==> config.mk <==
export PLATFORM = sky130hd
export DESIGN_NAME = pifo_sched_ctrl
export DESIGN_NICKNAME = d
export VERILOG_FILES = /design/src/rtl/pifo_sched_ctrl.sv
export SDC_FILE = /design/constraint.sdc
export NUM_CORES = 1
export LEC_CHECK = 0
export BUFFER_PORTS_ARGS = -buffer_cell sky130_fd_sc_hd__buf_2
export CAP_MARGIN = 20
export CORE_AREA = 2 2 88 90
export CTS_CLUSTER_SIZE = 14
export DETAILED_ROUTE_END_ITERATION = 6
export DIE_AREA = 0 0 90 92
export GPL_TIMING_DRIVEN = 0
export PLACE_DENSITY = 0.72
export SYNTH_ARGS = -nofsm -noshare
export SYNTH_HDL_FRONTEND = slang
export SYNTH_SLANG_ARGS = --single-unit
==> constraint.sdc <==
create_clock -name clk -period 3.8 [get_ports clk]
set_clock_uncertainty 0.15 [all_clocks]
set_input_delay 0.38 -clock clk [delete_from_list [all_inputs] [get_ports clk]]
set_output_delay 0.38 -clock clk [all_outputs]
set_load 0.1 [all_outputs]
==> src/rtl/pifo_sched_ctrl.sv <==
// pifo_sched_ctrl: round-robin ingress arbiter onto the PIFO insert port plus a one-entry registered egress stage.
// Optional feature macro PIFO_SCHED_STATS_EN: activity counters and source-port tagging in meta[L2_NUM_PORTS-1:0].
module pifo_sched_ctrl #(
    parameter int NUM_PORTS    = 4,
    parameter int RANK_WIDTH   = 10,
    parameter int META_WIDTH   = 20,
    parameter int L2_NUM_PORTS = 2
) (
    input  logic                            clk,
    input  logic                            rst,
    input  logic [NUM_PORTS-1:0]            enq_valid,
    output logic [NUM_PORTS-1:0]            enq_ready,
    input  logic [NUM_PORTS*RANK_WIDTH-1:0] enq_rank,
    input  logic [NUM_PORTS*META_WIDTH-1:0] enq_meta,
    output logic                            pifo_insert,
    output logic                            pifo_remove,
    output logic [RANK_WIDTH-1:0]           pifo_rank_in,
    output logic [META_WIDTH-1:0]           pifo_meta_in,
    input  logic [RANK_WIDTH-1:0]           pifo_rank_out,
    input  logic [META_WIDTH-1:0]           pifo_meta_out,
    input  logic                            pifo_valid_out,
    input  logic                            pifo_busy,
    input  logic                            pifo_full,
    input  logic                            deq_pause,
    output logic                            deq_valid,
    input  logic                            deq_ready,
    output logic [RANK_WIDTH-1:0]           deq_rank,
    output logic [META_WIDTH-1:0]           deq_meta,
    output logic [L2_NUM_PORTS-1:0]         deq_src_port
`ifdef PIFO_SCHED_STATS_EN
    ,
    output logic [31:0]                     stat_enq_cnt,
    output logic [31:0]                     stat_deq_cnt,
    output logic [31:0]                     stat_stall_cnt
`endif
);

    typedef enum logic {OUT_EMPTY, OUT_FULL} out_state_t;

    out_state_t              state;
    logic [L2_NUM_PORTS-1:0] rr_ptr;
    logic [L2_NUM_PORTS-1:0] grant;
    logic [L2_NUM_PORTS-1:0] scan_port;
    int unsigned             scan_idx;
    logic                    found;
    logic                    any_valid;
    logic                    pop;
    logic                    can_ins;
    logic [RANK_WIDTH-1:0]   sel_rank;
    logic [META_WIDTH-1:0]   sel_meta;
    logic [L2_NUM_PORTS-1:0] src_tag;

    assign any_valid   = |enq_valid;
    assign pop         = pifo_valid_out & ~deq_pause & ((state == OUT_EMPTY) | deq_ready);
    // Remove has strict priority over insert on the shared PIFO port.
    assign can_ins     = ~pifo_busy & ~pifo_full & ~pop & ~rst;
    assign pifo_remove = pop & ~rst;
    assign pifo_insert = any_valid & can_ins;

    always_comb begin
        grant     = '0;
        found     = 1'b0;
        scan_idx  = 0;
        scan_port = '0;
        for (int unsigned i = 0; i < NUM_PORTS; i++) begin
            scan_idx = 32'(rr_ptr) + i;
            if (scan_idx >= NUM_PORTS) begin
                scan_idx = scan_idx - NUM_PORTS;
            end
            scan_port = L2_NUM_PORTS'(scan_idx);
            if (!found && enq_valid[scan_port]) begin
                found = 1'b1;
                grant = scan_port;
            end
        end
    end

    always_comb begin
        sel_rank = '0;
        sel_meta = '0;
        for (int unsigned p = 0; p < NUM_PORTS; p++) begin
            if (grant == L2_NUM_PORTS'(p)) begin
                sel_rank = enq_rank[p*RANK_WIDTH +: RANK_WIDTH];
                sel_meta = enq_meta[p*META_WIDTH +: META_WIDTH];
            end
        end
`ifdef PIFO_SCHED_STATS_EN
        sel_meta[L2_NUM_PORTS-1:0] = grant;
`endif
    end

    always_comb begin
        enq_ready = '0;
        if (pifo_insert) begin
            enq_ready[grant] = 1'b1;
        end
    end

    assign pifo_rank_in = (any_valid & ~rst) ? sel_rank : '0;
    assign pifo_meta_in = (any_valid & ~rst) ? sel_meta : '0;

`ifdef PIFO_SCHED_STATS_EN
    assign src_tag = pifo_meta_out[L2_NUM_PORTS-1:0];
`else
    assign src_tag = '0;
`endif

    always_ff @(posedge clk) begin
        if (rst) begin
            rr_ptr <= '0;
        end else if (pifo_insert) begin
            rr_ptr <= (grant == L2_NUM_PORTS'(NUM_PORTS - 1)) ? '0 : grant + 1'b1;
        end
    end

    always_ff @(posedge clk) begin
        if (rst) begin
            state        <= OUT_EMPTY;
            deq_valid    <= 1'b0;
            deq_rank     <= '0;
            deq_meta     <= '0;
            deq_src_port <= '0;
        end else begin
            case (state)
                OUT_EMPTY: begin
                    if (pop) begin
                        state        <= OUT_FULL;
                        deq_valid    <= 1'b1;
                        deq_rank     <= pifo_rank_out;
                        deq_meta     <= pifo_meta_out;
                        deq_src_port <= src_tag;
                    end
                end
                OUT_FULL: begin
                    if (pop) begin
                        deq_rank     <= pifo_rank_out;
                        deq_meta     <= pifo_meta_out;
                        deq_src_port <= src_tag;
                    end else if (deq_ready) begin
                        state     <= OUT_EMPTY;
                        deq_valid <= 1'b0;
                    end
                end
                default: begin
                    state     <= OUT_EMPTY;
                    deq_valid <= 1'b0;
                end
            endcase
        end
    end

`ifdef PIFO_SCHED_STATS_EN
    always_ff @(posedge clk) begin
        if (rst) begin
            stat_enq_cnt   <= '0;
            stat_deq_cnt   <= '0;
            stat_stall_cnt <= '0;
        end else begin
            if (pifo_insert) stat_enq_cnt <= stat_enq_cnt + 32'd1;
            if (pop) stat_deq_cnt <= stat_deq_cnt + 32'd1;
            if (any_valid & ~can_ins) stat_stall_cnt <= stat_stall_cnt + 32'd1;
        end
    end
`endif

endmodule

## After elaboration in Yosys (flattened, before gate mapping)

Index checks and enable logic that the tools add are counted.

| storage, ports and cells | value |
|---|---|
| register bits after elaboration | 36 |
| bits of input ports | 161 |
| output and inout bits | 69 |
| logic and storage cells | 99 |

| operators by class | value |
|---|---|
| $add $sub $neg | 8 |
| $lt $le $gt $ge | 10 |
| equality and inequality tests | 6 |
| muxes and demuxes | 44 |
| bitwise logic cells | 15 |
| reduce and logical (&&, ||, !) cells | 10 |

Operator list:

| kind | count |
|---|---|
| $mux W20 | 6 |
| $mux W10 | 6 |
| $mux W2 | 10 |
| $lt A2 B3 Y1 const B | 5 |
| $mux W1 | 14 |
| $ge A3 B3 Y1 const B | 3 |
| $and A1 B1 Y1 | 8 |
| $bmux W1 S2 | 4 |
| $sub A2 B1 Y2 const B | 4 |
| $add A2 B2 Y3 const B | 2 |
| $ne A2 B2 Y1 const B | 3 |
| $not A1 Y1 | 6 |
| $eq A2 B2 Y1 const B | 2 |
| $logic_and A1 B1 Y1 | 4 |
| $mux W4 | 1 |
| $pmux W1 S2 | 2 |
| $reduce_or A4 Y1 | 1 |
| $add A2 B1 Y3 const B | 1 |
| $ge A2 B3 Y1 const B | 1 |
| $logic_not A1 Y1 | 3 |
| $reduce_and A3 Y1 | 1 |
| $add A2 B1 Y2 const B | 1 |
| $demux W1 S2 | 1 |
| $eq A2 B1 Y1 const B | 1 |
| other kinds (3) | 3 |

## Longest topological paths before layout

Gate-level depths: netlist of run 1.

| depth | value |
|---|---|
| word-level depth | 20 |
| depth in mapped cells | 10 |
| depth with buffers taken out | 9 |

## Worst setup path after synthesis of run 1

Ideal clock, no wire load.

| timing | value |
|---|---|
| path type | flip-flop to output port |
| from | reg rr_ptr[1] |
| to | out pifo_meta_in[0] |
| arrival | 3376 ps |
| data required time | 3270 ps |
| slack | -106 ps |
| stages on the path, launching flop included | 9 |
| buffers on the path | 1 |
| path through | dfxtp_1 -> mux2i_1 -> nor2_1 -> nor3_1 -> ha_1 -> clkbuf_1 -> a221oi_1 -> a211o_1 -> a21oi_1 |

| on the way | value |
|---|---|
| word-level cells in the longest chain between the ends | 20 |
| elaborated cells between the ends (all ways) | 45 |
| classes of those cells | add/sub (7); order compare (4); eq/ne (3); mux (24); reduce/logical (7) |

RTL lines:

| what | line | text |
|---|---|---|
| start, declared | 41 | `logic [L2_NUM_PORTS-1:0] rr_ptr;` |
| start signal, assigned | 112 | `rr_ptr <= (grant == L2_NUM_PORTS'(NUM_PORTS - 1)) ? '0 : grant + 1'b1;` |
| parallel branches: the longest is 13 deep, another holds $add A2 B1 Y3 | n/a |  |
| $mux W2 * | 71 | `if (!found && enq_valid[scan_port]) begin` |
| $logic_not A2 Y1 | 82 | `if (grant == L2_NUM_PORTS'(p)) begin` |
| $mux W20 (3 in series) | 82 |  |
| $mux W20 * | 82 |  |
| $mux W20 * | 100 | `assign pifo_meta_in = (any_valid & ~rst) ? sel_meta : '0;` |
| end, declared | 18 | `output logic [META_WIDTH-1:0] pifo_meta_in,` |

Every way passes the cells marked *. The select of a mux whose other input is x is not followed.

## Worst setup path in the final report of run 1

| timing | value |
|---|---|
| from | reg rr_ptr[1] |
| to | out pifo_meta_in[1] |

The elaborated chain is that of the path after synthesis.

==> results of run 1 <==
==> sequential cells by signal (all words and copies together), names as in the netlist <==
signal	count
deq_meta	20
deq_rank	10
rr_ptr	2
deq_valid	1
state	1
==> area by class of cell <==
| cell class | instances | area [um2] |
|---|---|---|
| timing repair buffer | 226 | 1140 |
| clock buffer | 6 | 82.6 |
| tap | 102 | 128 |
| sequential | 34 | 681 |
| inverter | 34 | 128 |
| clock inverter | 2 | 12.5 |
| fill | 772 | 3560 |
| multi-input combinational | 246 | 1570 |
| buffer | 35 | 153 |
==> power by group <==
group / total, mW / switching, mW / internal [mW]
clock network: 0.278 / 0.132 / 0.146
logic: 0.915 / 0.674 / 0.241
registers: 0.383 / 0.00933 / 0.374
total: 1.58 / 0.815 / 0.761
==> cell usage in the layout, fill, tap and decap left out, types with 6 or more instances in the layout <==
| master | instances |
|---|---|
| buf_2 | 232 |
| nand2_1 | 92 |
| a21oi_1 | 34 |
| dfxtp_1 | 34 |
| inv_1 | 33 |
| a221oi_1 | 30 |
| a211o_1 | 30 |
| a21oi_2 | 30 |
| clkbuf_1 | 22 |
| clkbuf_8 | 6 |
==> routing by layer <==
layer,vias to the layer above,track usage (%)
met1,1492,24.1
li1,1677,-
met3,17,3.53
met5,-,0
met4,0,7.05
met2,163,37.5
==> Yosys cell counts, drive strengths merged <==
cell	count
a221oi	30
nor2b	3
nor2	4
inv	34
a311oi	1
mux2	1
clkbuf	23
conb	1
nand2b	3
nor4	1
nor3b	1
dfxtp	34
o22a	1
and2	4
o41ai	1
a211o	30
a21oi	64
nand2	92
buf	12
ha	4
o21a	1
mux2i	2
nor3	1
==> how the worst min path moves through the flow <==
| stage | from | endpoint | slack (ps) | depth (start not counted) |
|---|---|---|---|---|
| 6_report | deq_ready | deq_valid | 160 | 2 |
| 3_5_place_dp | deq_meta[6] | deq_meta[6] | 290 | 2 |
| 2_1_floorplan | rr_ptr[0] | rr_ptr[0] | 300 | 2 |
| 4_1_cts | deq_ready | deq_valid | 150 | 2 |
| 3_3_place_gp | deq_meta[5] | deq_meta[5] | 290 | 2 |
| 5_1_grt | deq_ready | deq_valid | 160 | 2 |
==> timing repair <==
action | in CTS | in global routing
resized for setup | 0 | 7
setup buffers | 0 | 0
endpoints found under the setup margin | 0 | 30
==> kinds of logic (layout without fill, tap and decap cells) <==
| family | Yosys count | in the layout | synth area share (%) |
|---|---|---|---|
| multiplexers | 3 | 3 | 1.46 |
| flip-flops | 34 | 34 | 28.3 |
| AO/OA/AOI/OAI | 128 | 128 | 37.4 |
| buffers and inverters | 69 | 303 | 11.6 |
| AND/OR/NAND/NOR | 109 | 109 | 19.0 |
| other | 1 | 2 | 0.156 |
| adder cells (fa/ha/maj) | 4 | 4 | 2.08 |
==> through the flow <==
step / std cells / total power [mW]
after floorplan: 349 / 1.11
after global placement: 677 / 1.30
after global routing: 685 / 1.66
after detailed placement: 677 / 1.30
final: 685 / 1.58
after CTS: 685 / 1.59
==> flow_results.org, run 1 <==
** Status
- Outcome :: complete, no violations

** STA
- In the final timing run, aggregate negative setup slack is 0 ps.
- Endpoints failing setup :: 0
- Worst-margin pin slew :: 702 ps
- Hold timing on the final database bottoms out at a slack of 164 ps.
- Setup repair after global routing left no endpoint under its margin.
- Hold Vio Cnt, Final :: 0
- Final critical-path share of the clock period :: 93.4%
- Timing would allow up to 282 MHz.
- The number of max-slew violations in the final report is 0.
- Time the final worst path needs with I/O delays and setup :: 3550 ps
- Worst rel slew slack :: 53.2%
- Smallest setup slack after layout :: 251 ps

** Synthesis
- By area the synthesized netlist is led by dfxtp_1 28%, nand2_1 14%, a21oi_1 13%.
- Synthesis produced a netlist whose cell count is 348.
- The top cell type by area accounts for 28.3% of the synthesized area.
- Mapped cell area :: 2400 um2
- Number of warnings reported in the yosys synthesis log :: 0
- The share of the Yosys chip area taken by registers is 28.3%.
- Syn avg cell area :: 6.91 um2
- Post-synthesis cell type count :: 25
- Synthesis inferred 34 register bits.
- The biggest area contributor in the post-synthesis netlist is dfxtp_1.

** Die
- Starting Density :: 32.3%
- The die is 90 um wide.
- Die area :: 8280 um2
- The total area inside the core boundary comes to 7450 um2.
- Number of primary I/O pins :: 230
- Cell Rows :: 32
- Measured along the y axis, the die boundary spans 92 um.

** Flow run
- Max-cap violations :: 0

** Worst setup path
- The worst setup path is launched from a flip-flop.
- Broken down by cell family, the worst path's largest delay share belongs to buffers and inverters.
- Register-to-register path setup slack :: 2000 ps
- Cell-by-cell trace of the critical path :: mux2i_1 -> nor2_1 -> nor3_2 -> ha_1 -> clkbuf_1 -> a221oi_1 -> a211o_1 -> a21oi_2 -> buf_2
- Counting both buffers and inverters, the worst setup path holds a total of 2.
- Sort of element at the end of the critical path :: output port
- Launch point of the critical path :: rr_ptr[1]
- Worst setup path endpoint :: pifo_meta_in[1]
- The critical path crosses 9 cells after its start point.
- Crit Reg-Reg Endpoint :: rr_ptr[1]
- For the worst setup path, the data arrival time is 3020 ps.
- Along the worst path, the maximum fanout reaches 10.
- Origin of the critical flop-to-flop path :: rr_ptr[1]
- Slowest stage delay, CP :: 440 ps
- Critical Path Slowest Stage Cell :: buf_2
- Required arrival time at the worst endpoint :: 3270 ps
- The worst register-to-register path has a depth of 5.
- The worst setup path is of the reg2out kind.

** Clocking
- Number of clock sinks :: 34
- Clock H-tree levels :: 2
- TritonCTS clock tree :: yes
- CTS Root Cell :: clkbuf_8
- For the worst-skew pair, the clock arrives at the later sink with an insertion delay of 280 ps.
- # hold bufs at CTS :: 0
- The clock passes through at most 2 buffers.
- Clock tree synthesis inserted a total of 5 buffers.
- Clock-pin slew was measured on the worst setup and hold paths at 70 ps.

** Detailed routing
- ANT nets after route :: 0
- Met3 wire length :: 652 um
- Starting DRC count in detailed routing :: 127
- Top Metal Used :: met4
- The first detailed-routing pass took 5 iterations.
- In the final routed layout, each cell accounts on average for 13.0 um.
- Routed wire length :: 8.91 mm
- In the final routing, the length of wire on met1 measures 3.57 mm.
- For this run, design rule violations remaining after detail routing come to 0.
- Routed length on met2 :: 4.50 mm
- Vias per cell :: 4.89
- Via count of the routed design :: 3349

** Global route
- Global routing used 20.5% of the available tracks across all layers.
- The initial antenna violation count was 0.
- Grt total ovfl :: 0
- Vias in the first global route :: 3166
- Maximum number of pins on one net before global-route repair :: 12
- The first global-routing pass estimated 14.2 mm of wire.

** Hold path
- In this run the worst hold path is classified as in2reg.

** Cells and area
- Of the cells placed in the final design, the portion with a size suffix greater than 1 is 48.4%.
- The net count of the finished layout is 747.
- Number of antenna diodes :: 0
- With fillers left out, the area of the finished cells amounts to 3890 um2.
- Area added between synthesis and finish :: 61.8%
- Core Util, Final :: 52.2%

** Power and ir drop
- P_leak :: 2.01 nW
- For this design the ratio of total power to cell area is 405 nW/um2.
- Across the VDD grid, the largest voltage drop is 0.257 mV.

** Placed design
- In this run the tool buffered the top-level ports with 226 buffer cells.
- Total placed instance area :: 3780 um2
- GP Congestion :: 0.855
- DPL Wire Length :: 7.28 mm
- Post-Place Setup Slack :: 357 ps
(Power assumes the default switching activity.)
==> run 2, diff against run 1 <==
==> config.mk (replaced) <==
export PLATFORM = sky130hd
export DESIGN_NAME = pifo_sched_ctrl
export DESIGN_NICKNAME = d
export VERILOG_FILES = /design/src/rtl/pifo_sched_ctrl.sv
export SDC_FILE = /design/constraint.sdc
export NUM_CORES = 1
export LEC_CHECK = 0
export ABC_AREA = 1
export BUFFER_PORTS_ARGS = -buffer_cell sky130_fd_sc_hd__buf_2
export CAP_MARGIN = 20
export CORE_AREA = 2 2 90 92
export CTS_CLUSTER_SIZE = 14
export DETAILED_ROUTE_END_ITERATION = 6
export DIE_AREA = 0 0 92 94
export GPL_TIMING_DRIVEN = 0
export PLACE_DENSITY = 0.71
export RECOVER_POWER = 25
export SYNTH_ARGS = -nofsm -noshare
export SYNTH_HDL_FRONTEND = slang
export SYNTH_SLANG_ARGS = --single-unit
==> flow_results.org, run 2 <==
** Status
- Outcome :: complete, no violations (unchanged)

** Worst setup path
- Origin of the critical flop-to-flop path :: rr_ptr[0] (was rr_ptr[1])
- The required time at the worst-slack endpoint was 3270 ps (about the same).
- Crit Reg-Reg Endpoint :: rr_ptr[1] (unchanged)
- Sort of element at the end of the critical path :: output port (unchanged)
- The biggest fanout along the worst timing path came to 10 (unchanged).
- Startpoint Class :: flip-flop (unchanged)
- WS Path Type :: reg2out (unchanged)
- Arr. time, crit path :: 3010 ps (was 3020 ps)
- Reg2Reg Depth :: 12 (was 5)
- The flop-to-flop setup slack was 1860 ps (was 2000 ps).

** Detailed routing
- The number of nets still failing antenna checks after routing came to 0 (unchanged).
- The average vias per placed instance was 5.00 (was 4.89).
- Via count of the routed design :: 3852 (was 3349)
- Number of detailed-route iterations in the first pass :: 4 (was 5)
- Starting DRC count in detailed routing :: 167 (was 127)
- Routed wire length :: 10.9 mm (was 8.91 mm)
- Routed len/inst :: 14.2 um (was 13.0 um)
- Number of design rule violations left after detail routing :: 0 (unchanged)

** STA
- Hold Vio Cnt, Final :: 0 (unchanged)
- Peak Freq :: 282 MHz (about the same)
- The post-route minimum period came to 3540 ps (was 3550 ps).
- Final critical-path share of the clock period :: 93.3% (was 93.4%)
- The setup slack of the critical path after layout came to 256 ps (was 251 ps).
- The minimum hold slack was 132 ps (was 164 ps).
- The sum of negative setup slack was 0 ps (unchanged).
- Max-slew violation count :: 0 (unchanged)
- The final-report setup violation count was 0 (unchanged).
- Unrepaired setup endpoints after global routing: true (was false).

** Clocking
- # Post-CTS Setup Buffers :: 0 (unchanged)
- The TritonCTS buffer count came to 5 (unchanged).
- Clock H-tree levels :: 2 (unchanged)
- Clk Latency, worst-skew pair :: 280 ps (about the same)
- Clock-pin transition on the worst setup and hold timing paths :: 60 ps (was 70 ps)
- The clock tree buffer depth is 2 (unchanged).
- # hold bufs at CTS :: 0 (unchanged)
- The TritonCTS clock tree was yes (unchanged).
- The clock sink count was 34 (unchanged).
- The count of cells resized by post-cts repair came to 0 (unchanged).
- CTS Root Cell :: clkbuf_8 (unchanged)

** Synthesis
- The post-synthesis instance total is 432 (was 348).
- Number of warnings reported in the yosys synthesis log :: 0 (unchanged)
- The number of flops mapped to enable cells by yosys was 0 (unchanged).
- The async set or reset register ratio after synthesis was 0% (unchanged).
- Syn avg cell area :: 6.00 um2 (was 6.91 um2)
- Share of synthesized cell area in and, or, nand and nor gates :: 28.9% (was 19.0%)
- Synth cell count leaders :: 130 x nor2_1, 61 x a21oi_1, 61 x o21ai_0, 34 x dfxtp_1, 29 x o31ai_1 (was 92 x nand2_1, 64 x a21oi_1, 34 x dfxtp_1, 33 x inv_1)
- The number of different library cells in the post-synthesis netlist is 27 (was 25).
- The leading cell type by number of instances after synthesis is nor2_1 (was nand2_1).
- Sequential cell area fraction in the yosys report :: 26.3% (was 28.3%)
- The most common flop cell mapped by yosys was dfxtp_1 (unchanged).
- The biggest area consumer among synthesized cells is dfxtp_1 (unchanged).
- The post-synthesis instance area is 2590 um2 (was 2400 um2).
- The share of the synthesized area in the top cell type came to 26.3% (was 28.3%).
- The dominant combinational cell family by area after synthesis is compound AO/OA/AOI/OAI gates (unchanged).
- Main area contributors after synthesis: dfxtp_1 26%, nor2_1 19%, a21oi_1 12% (was dfxtp_1 28%, nand2_1 14%, a21oi_1 13%).
- Register bit count reported by yosys :: 34 (unchanged)
- Parity-gate share of the synthesized area counting xor and xnor cells :: 0% (unchanged)
- Mux contribution to synthesized area :: 0% (was 1.46%)
- Synth Area in Adders :: 1.93% (was 2.08%)
- The complex-gate fraction of the synthesized area is 33.1% (was 37.4%).

** Hold path
- WHS Path Cells :: 2 (unchanged)
- The origin of the worst min-delay path was rst (was deq_ready).
- Worst Hold Path EP :: state (was deq_valid)
- Min-Delay Path Class :: in2reg (unchanged)

** Cells and area
- Fillcell total :: 796 (was 772)
- The flip-flop count of the largest register, all copies and words added came to 20 (unchanged).
- Biggest regs: deq_meta x20, deq_rank x10, rr_ptr x2 (unchanged).
- The area added between synthesis and finish is 56.7% (was 61.8%).
- Share of layout cells above drive strength 1 :: 41.1% (was 48.4%)
- Most common library cell in the layout ignoring fill and taps :: buf_2 (unchanged)
- The count of nets after finishing is 832 (was 747).
- The largest register by flop count is deq_meta (unchanged).
- Final instance area :: 4060 um2 (was 3890 um2)
- Most used cells in the layout excluding fill and tap cells :: 210 x buf_2, 130 x nor2_1, 61 x a21oi_1, 61 x o21ai_0, 34 x dfxtp_1 (was 232 x buf_2, 92 x nand2_1, 34 x a21oi_1, 34 x dfxtp_1, 33 x inv_1)

** Placed design
- Total placed instance area :: 3860 um2 (was 3780 um2)
- GP Congestion :: 0.904 (was 0.855)
- The estimated wirelength of the detail-placed design was 8.83 mm (was 7.28 mm).
- The post-placement setup slack is 282 ps (was 357 ps).
- IO buf count :: 227 (was 226)

** Die
- The floorplan die area came to 8650 um2 (was 8280 um2).
- Die extent in x :: 92 um (was 90 um)
- Number of primary I/O pins :: 230 (unchanged)
- Cell Rows :: 32 (unchanged)
- Die Ht :: 94 um (was 92 um)
- The initial standard-cell utilization of the core came to 34.0% (was 32.3%).
- Core area :: 7610 um2 (was 7450 um2)

** Global route
- Grt total ovfl :: 0 (unchanged)
- The initial antenna violation count was 1 (was 0).
- First-pass GRT wire length :: 16.4 mm (was 14.2 mm)
- Maximum number of pins on one net before global-route repair :: 11 (was 12)
- Vias in the first global route :: 3515 (was 3166)
- The global-route usage over all layers is 23.4% (was 20.5%).

** Power and ir drop
- P_leak :: 2.10 nW (was 2.01 nW)
- Pwr dens :: 612 nW/um2 (was 405 nW/um2)
- The worst-case vdd ir drop was 0.254 mV (was 0.257 mV).

** Flow run
- Max-cap violations :: 0 (unchanged)
-- run 2: changes by cell type after synthesis, sizes merged, moves of 3 or more --
| cell | previous run | this run |
|---|---|---|
| a21oi | 64 | 61 |
| buf | 12 | 19 |
| a221oi | 30 | 0 |
| o31ai | 0 | 29 |
| a211o | 30 | 0 |
| clkbuf | 23 | 18 |
| o21ai | 0 | 64 |
| nor2 | 4 | 133 |
| nand2 | 92 | 37 |
| nor2b | 3 | 0 |
| inv | 34 | 19 |
| nand3 | 0 | 8 |
| and2 | 4 | 0 |
| nand2b | 3 | 0 |
-- run 2: layer usage --
layer	wire length [um]	part of all wire, %	GRT usage, %	vias up
met2	5530	51	43.7	179
li1	-	-	-	1909
met1	4180	38	25.3	1741
met4	326	3.0	10.8	0
met3	858	7.9	4.49	23
met5	0	0	0	-
-- run 2: logic make-up (layout without fill, tap and decap cells) --
logic type,after synthesis,in the layout
other,1,3
AO/OA/AOI/OAI,156,156
AND/OR/NAND/NOR,181,181
buffers and inverters,56,290
adder cells (fa/ha/maj),4,4
flip-flops,34,34
-- run 2: power breakdown --
group | leakage (nW) | internal (mW) | switching, mW
combinational | 1.78 | 0.453 | 1.39
clock | 0.0373 | 0.125 | 0.125
sequential | 0.280 | 0.381 | 0.0122
-- run 2: area by class of cell --
class | instances | area, um2 | share of cell area (%)
diodes | 1 | 2.50 | 0.0617
plain buffers | 37 | 174 | 4.29
clock buffers | 6 | 72.6 | 1.79
clock inverters | 1 | 7.51 | 0.185
inverters | 19 | 76.3 | 1.88
multi-input cells | 343 | 1680 | 41.4
flip-flops and latches | 34 | 681 | 16.8
well taps | 102 | 128 | 3.15
repair buffers | 227 | 1240 | 30.5
-- run 2: critical path, stage by stage, from the launching register on --
cell	delay, ps
dfxtp_1	310
buf_6	140
inv_6	80
nand2_2	50
nand3_1	100
nand2_2	120
nor2_8	140
nand4_1	120
nand2_2	130
inv_2	40
ha_1	180
clkbuf_2	140
clkbuf_1	260
o31ai_1	310
o21ai_0	140
nor2_1	110
clkbuf_4	340
-- run 2: per-stage QoR --
stage / total power, mW / util, % / std cells
floorplan: 1.82 / - / 433
global placement: 2.14 / 50.8 / 762
detailed placement: 2.16 / 50.8 / 762
CTS: 2.41 / 51.8 / 769
global route: 2.63 / 53.3 / 770
finish: 2.48 / 53.3 / 770
-- run 2: how the worst max path moves through the flow --
stage / start / end / cells after the start
6_report: rr_ptr[0] / pifo_meta_in[12] / 16
5_1_grt: rr_ptr[0] / pifo_rank_in[7] / 19
4_1_cts: rr_ptr[0] / pifo_rank_in[7] / 16
3_5_place_dp: enq_valid[3] / pifo_rank_in[7] / 15
3_3_place_gp: enq_valid[3] / pifo_rank_in[7] / 15
2_1_floorplan: rr_ptr[0] / pifo_meta_in[10] / 15
==> run 3, diff against run 2 <==
==> config.mk (replaced) <==
export PLATFORM = sky130hd
export DESIGN_NAME = pifo_sched_ctrl
export DESIGN_NICKNAME = d
export VERILOG_FILES = /design/src/rtl/pifo_sched_ctrl.sv
export SDC_FILE = /design/constraint.sdc
export NUM_CORES = 1
export LEC_CHECK = 0
export BUFFER_PORTS_ARGS = -buffer_cell sky130_fd_sc_hd__buf_2
export CAP_MARGIN = 20
export CORE_AREA = 2 2 88 90
export CTS_CLUSTER_SIZE = 14
export DETAILED_ROUTE_END_ITERATION = 6
export DIE_AREA = 0 0 90 92
export GPL_TIMING_DRIVEN = 0
export PLACE_DENSITY = 0.72
export RECOVER_POWER = 25
export REMOVE_ABC_BUFFERS = 1
export SYNTH_ARGS = -nofsm -noshare
export SYNTH_HDL_FRONTEND = slang
export SYNTH_SLANG_ARGS = --single-unit
==> flow_results.org, run 3 (synthesized netlist as in run 1, its figures left out) <==
** Clocking
- The clock sink count is 34 (unchanged).
- The TritonCTS buffer count came to 5 (unchanged).
- The TritonCTS clock tree is yes (unchanged).
- The clock tree buffer depth was 2 (unchanged).
- Clk Latency, worst-skew pair :: 280 ps (about the same)
- The H-tree depth reported by CTS came to 2 (unchanged).
- CTS Root Cell :: clkbuf_8 (unchanged)
- Clock-pin transition on the worst setup and hold timing paths :: 70 ps (was 60 ps)

** Global route
- The total global routing overflow came to 0 (unchanged).
- The met2 track demand over resource in global routing was 38.2% (was 43.7%).
- Number of antenna violations at the first check in global routing :: 1 (unchanged)
- The most crowded layer after global routing was met2 (unchanged).
- The global routing usage on met3 is 4.19% (was 4.49%).
- The number of global-route vias before repair came to 3108 (was 3515).
- Global-route met1 utilization :: 25.7% (was 25.3%)
- Maximum number of pins on one net before global-route repair :: 47 (was 11)
- Overall Global Routing Usage :: 21.7% (was 23.4%)
- First-pass GRT wire length :: 14.6 mm (was 16.4 mm)

** Status
- Failing checks :: capacitance limit
- Outcome :: finished, violations left (was complete, no violations)

** Die
- Core area :: 7450 um2 (was 7610 um2)
- Die Ht :: 92 um (was 94 um)
- The top-level port count is 230 (unchanged).
- The die extent in x was 90 um (was 92 um).
- The floorplan die area was 8280 um2 (was 8650 um2).
- The initial standard-cell utilization of the core is 32.3% (was 34.0%).
- Cell Rows :: 32 (unchanged)

** STA
- Unrepaired setup endpoints after global routing: false (was true).
- Hold Vio Cnt, Final :: 0 (unchanged)
- Max-slew violation count :: 0 (unchanged)
- Peak Freq :: 280 MHz (was 282 MHz)
- For the pin with the worst max-slew slack, the measured transition is 1490 ps.
- Headroom to the max-slew limit came out at 0.334%.
- Final critical-path share of the clock period :: 94.1% (was 93.3%)
- Final-layout worst hold slack :: 157 ps (was 132 ps)
- Endpoints failing setup :: 0 (unchanged)
- The post-route minimum period was 3580 ps (was 3540 ps).

** Cells and area
- The final non-filler cell area was 3840 um2 (was 4060 um2).
- Most used cells in the layout excluding fill and tap cells :: 217 x buf_2, 92 x nand2_1, 64 x a21oi_1, 34 x dfxtp_1, 33 x inv_1 (was 210 x buf_2, 130 x nor2_1, 61 x a21oi_1, 61 x o21ai_0, 34 x dfxtp_1)
- NumNets Final :: 722 (was 832)
- The largest register by flop count is deq_meta (unchanged).
- Biggest regs :: deq_meta x20, deq_rank x10, rr_ptr x2 (unchanged)
- Area added between synthesis and finish :: 60.0% (was 56.7%)
- Max FFs per register :: 20 (unchanged)
- The fraction of final layout cells sized beyond drive strength 1 is 45.1% (was 41.1%).
- Fillcell total :: 734 (was 796)
- Most common library cell in the layout ignoring fill and taps :: buf_2 (unchanged)

** Worst setup path
- The type of the worst setup path was reg2out (unchanged).
- Critical Path Slowest Stage Cell :: buf_2 (was clkbuf_4)
- The endpoint arrival time on the critical path is 3050 ps (was 3010 ps).
- The most repeated library cell on the critical path was a21oi_1 (was nand2_2).
- The launch point of the worst reg-to-reg path is rr_ptr[1] (was rr_ptr[0]).
- The flop-to-flop setup slack came to 1790 ps (was 1860 ps).
- The required time at the worst-slack endpoint is 3270 ps (about the same).
- Slowest stage delay, CP :: 450 ps (was 340 ps)
- The biggest fanout along the worst timing path came to 22 (was 10).
- The sort of element at the start of the critical path is a flip-flop (unchanged).
- Reg2Reg Depth :: 5 (was 12)
- Crit Reg-Reg Endpoint :: rr_ptr[1] (unchanged)
- Sort of element at the end of the critical path :: output port (unchanged)
- Cell-by-cell trace of the critical path: a21oi_1 -> o21a_1 -> o22a_1 -> inv_1 -> ha_2 -> buf_16 -> nor2b_4 -> buf_8 -> a221oi_1 -> a211o_1 -> a21oi_1 -> buf_2 (was buf_6 -> inv_6 -> nand2_2 -> nand3_1 -> nand2_2 -> nor2_8 -> nand4_1 -> nand2_2 -> inv_2 -> ha_1 -> clkbuf_2 -> clkbuf_1 -> o31ai_1 -> o21ai_0 -> nor2_1 -> clkbuf_4).

** Power and ir drop
- The part of the total power dissipated in the clock network came to 20.2% (was 10.1%).
- The standby leakage power was 2.02 nW (was 2.10 nW).
- Net switching component of the power :: 0.797 mW (was 1.53 mW)
- The portion of total power attributed to sequential cells came to 23.5% (was 15.8%).
- The part of the power in combinational logic is 56.3% (was 74.1%).
- Sw frac :: 48.8% (was 61.4%)
- Pwr dens :: 425 nW/um2 (was 612 nW/um2)
- The post-layout total power was 1.63 mW (was 2.48 mW).
- The cell internal power dissipation was 0.837 mW (was 0.959 mW).
- Peak supply drop :: 0.333 mV (was 0.254 mV)

** Flow run
- Max-cap violations :: 1 (was 0)

** Hold path
- The worst min-delay path class is in2reg (unchanged).
- WHS Path Cells :: 2 (unchanged)
- The sink of the worst hold path is deq_valid (was state).
- Min-delay src :: deq_ready (was rst)

** Placed design
- DPL Wire Length :: 7.61 mm (was 8.83 mm)
- IO buf count :: 227 (unchanged)
- The placer's final routability congestion estimate is 0.754 (was 0.904).
- Total placed instance area :: 3670 um2 (was 3860 um2)

** Detailed routing
- The number of design-rule violations left by the first detailed-router iteration is 184 (was 167).
- The average vias per placed instance was 4.98 (was 5.00).
- Number of design rule violations left after detail routing :: 0 (unchanged)
- ANT nets after route :: 0 (unchanged)
- Routed wire length :: 9.43 mm (was 10.9 mm)
- Number of detailed-route iterations in the first pass :: 7 (was 4)
- Via count of the routed design :: 3289 (was 3852)
- Routed len/inst :: 14.3 um (was 14.2 um)
## run 3: layout make-up
cell class	count	area, um2	share of cell area, %
Sequential cell	34	681	17.7
Antenna cell	1	2.50	0.0651
Clock buffer	6	82.6	2.15
Inverter	34	128	3.32
Timing Repair Buffer	236	1330	34.6
Clock inverter	1	30.0	0.781
Tap cell	102	128	3.32
Multi-Input combinational cell	246	1470	38.1
## run 3: worst max path at each step
stage,startpoint,cells after the start,to,slack (ps)
finish,rr_ptr[1],12,pifo_meta_in[19],220
global route,rr_ptr[1],12,pifo_rank_in[6],5
CTS,rr_ptr[1],11,pifo_rank_in[2],130
detailed placement,enq_valid[0],13,pifo_rank_in[6],-140
global placement,enq_valid[0],11,pifo_rank_in[2],-1400
floorplan,enq_valid[0],9,pifo_meta_in[0],-1090
## run 3: power groups by stage
| stage | registers [mW] | clock network (mW) | logic [mW] |
|---|---|---|---|
| 2_1_floorplan | 0.502 | 0 | 0.556 |
| 3_3_place_gp | 0.390 | 0 | 0.866 |
| 3_5_place_dp | 0.391 | 0 | 0.903 |
| 4_1_cts | 0.383 | 0.337 | 0.916 |
| 5_1_grt | 0.385 | 0.353 | 0.970 |
| 6_report | 0.383 | 0.330 | 0.920 |
## run 3: routing by layer
layer  vias to the layer above  part of all wire [%]
met4                         0                   2.5
met5                         -                     0
li1                       1625                     -
met3                        16                   7.4
met2                       176                    52
met1                      1472                    38
## run 3: critical path, delay by kind of cell, from the launching register on
| family | cells | cell delay, ps |
|---|---|---|
| compound gates | 6 | 960 |
| buf+inv | 4 | 920 |
| flops | 1 | 370 |
| simple gates | 1 | 280 |
| fa+ha+maj | 1 | 230 |
## run 3: through the flow
stage	util (%)	instances	setup WS [ps]	setup TNS [ps]
floorplan	-	314	-1090	-32770
CTS	51.1	657	128	0
global route	51.6	660	4.77	0
global placement	47.3	643	-1400	-37380
detailed placement	49.2	650	-139	-522
finish	51.6	660	223	0
## run 3: repair_timing
action                                  4_1_cts  5_1_grt
buffers inserted                              0        1
resized for setup                            11        0
endpoints found under the setup margin       23       18
pin swaps                                     0        1
hold buffers                                  0        0
gates cloned                                  0        0
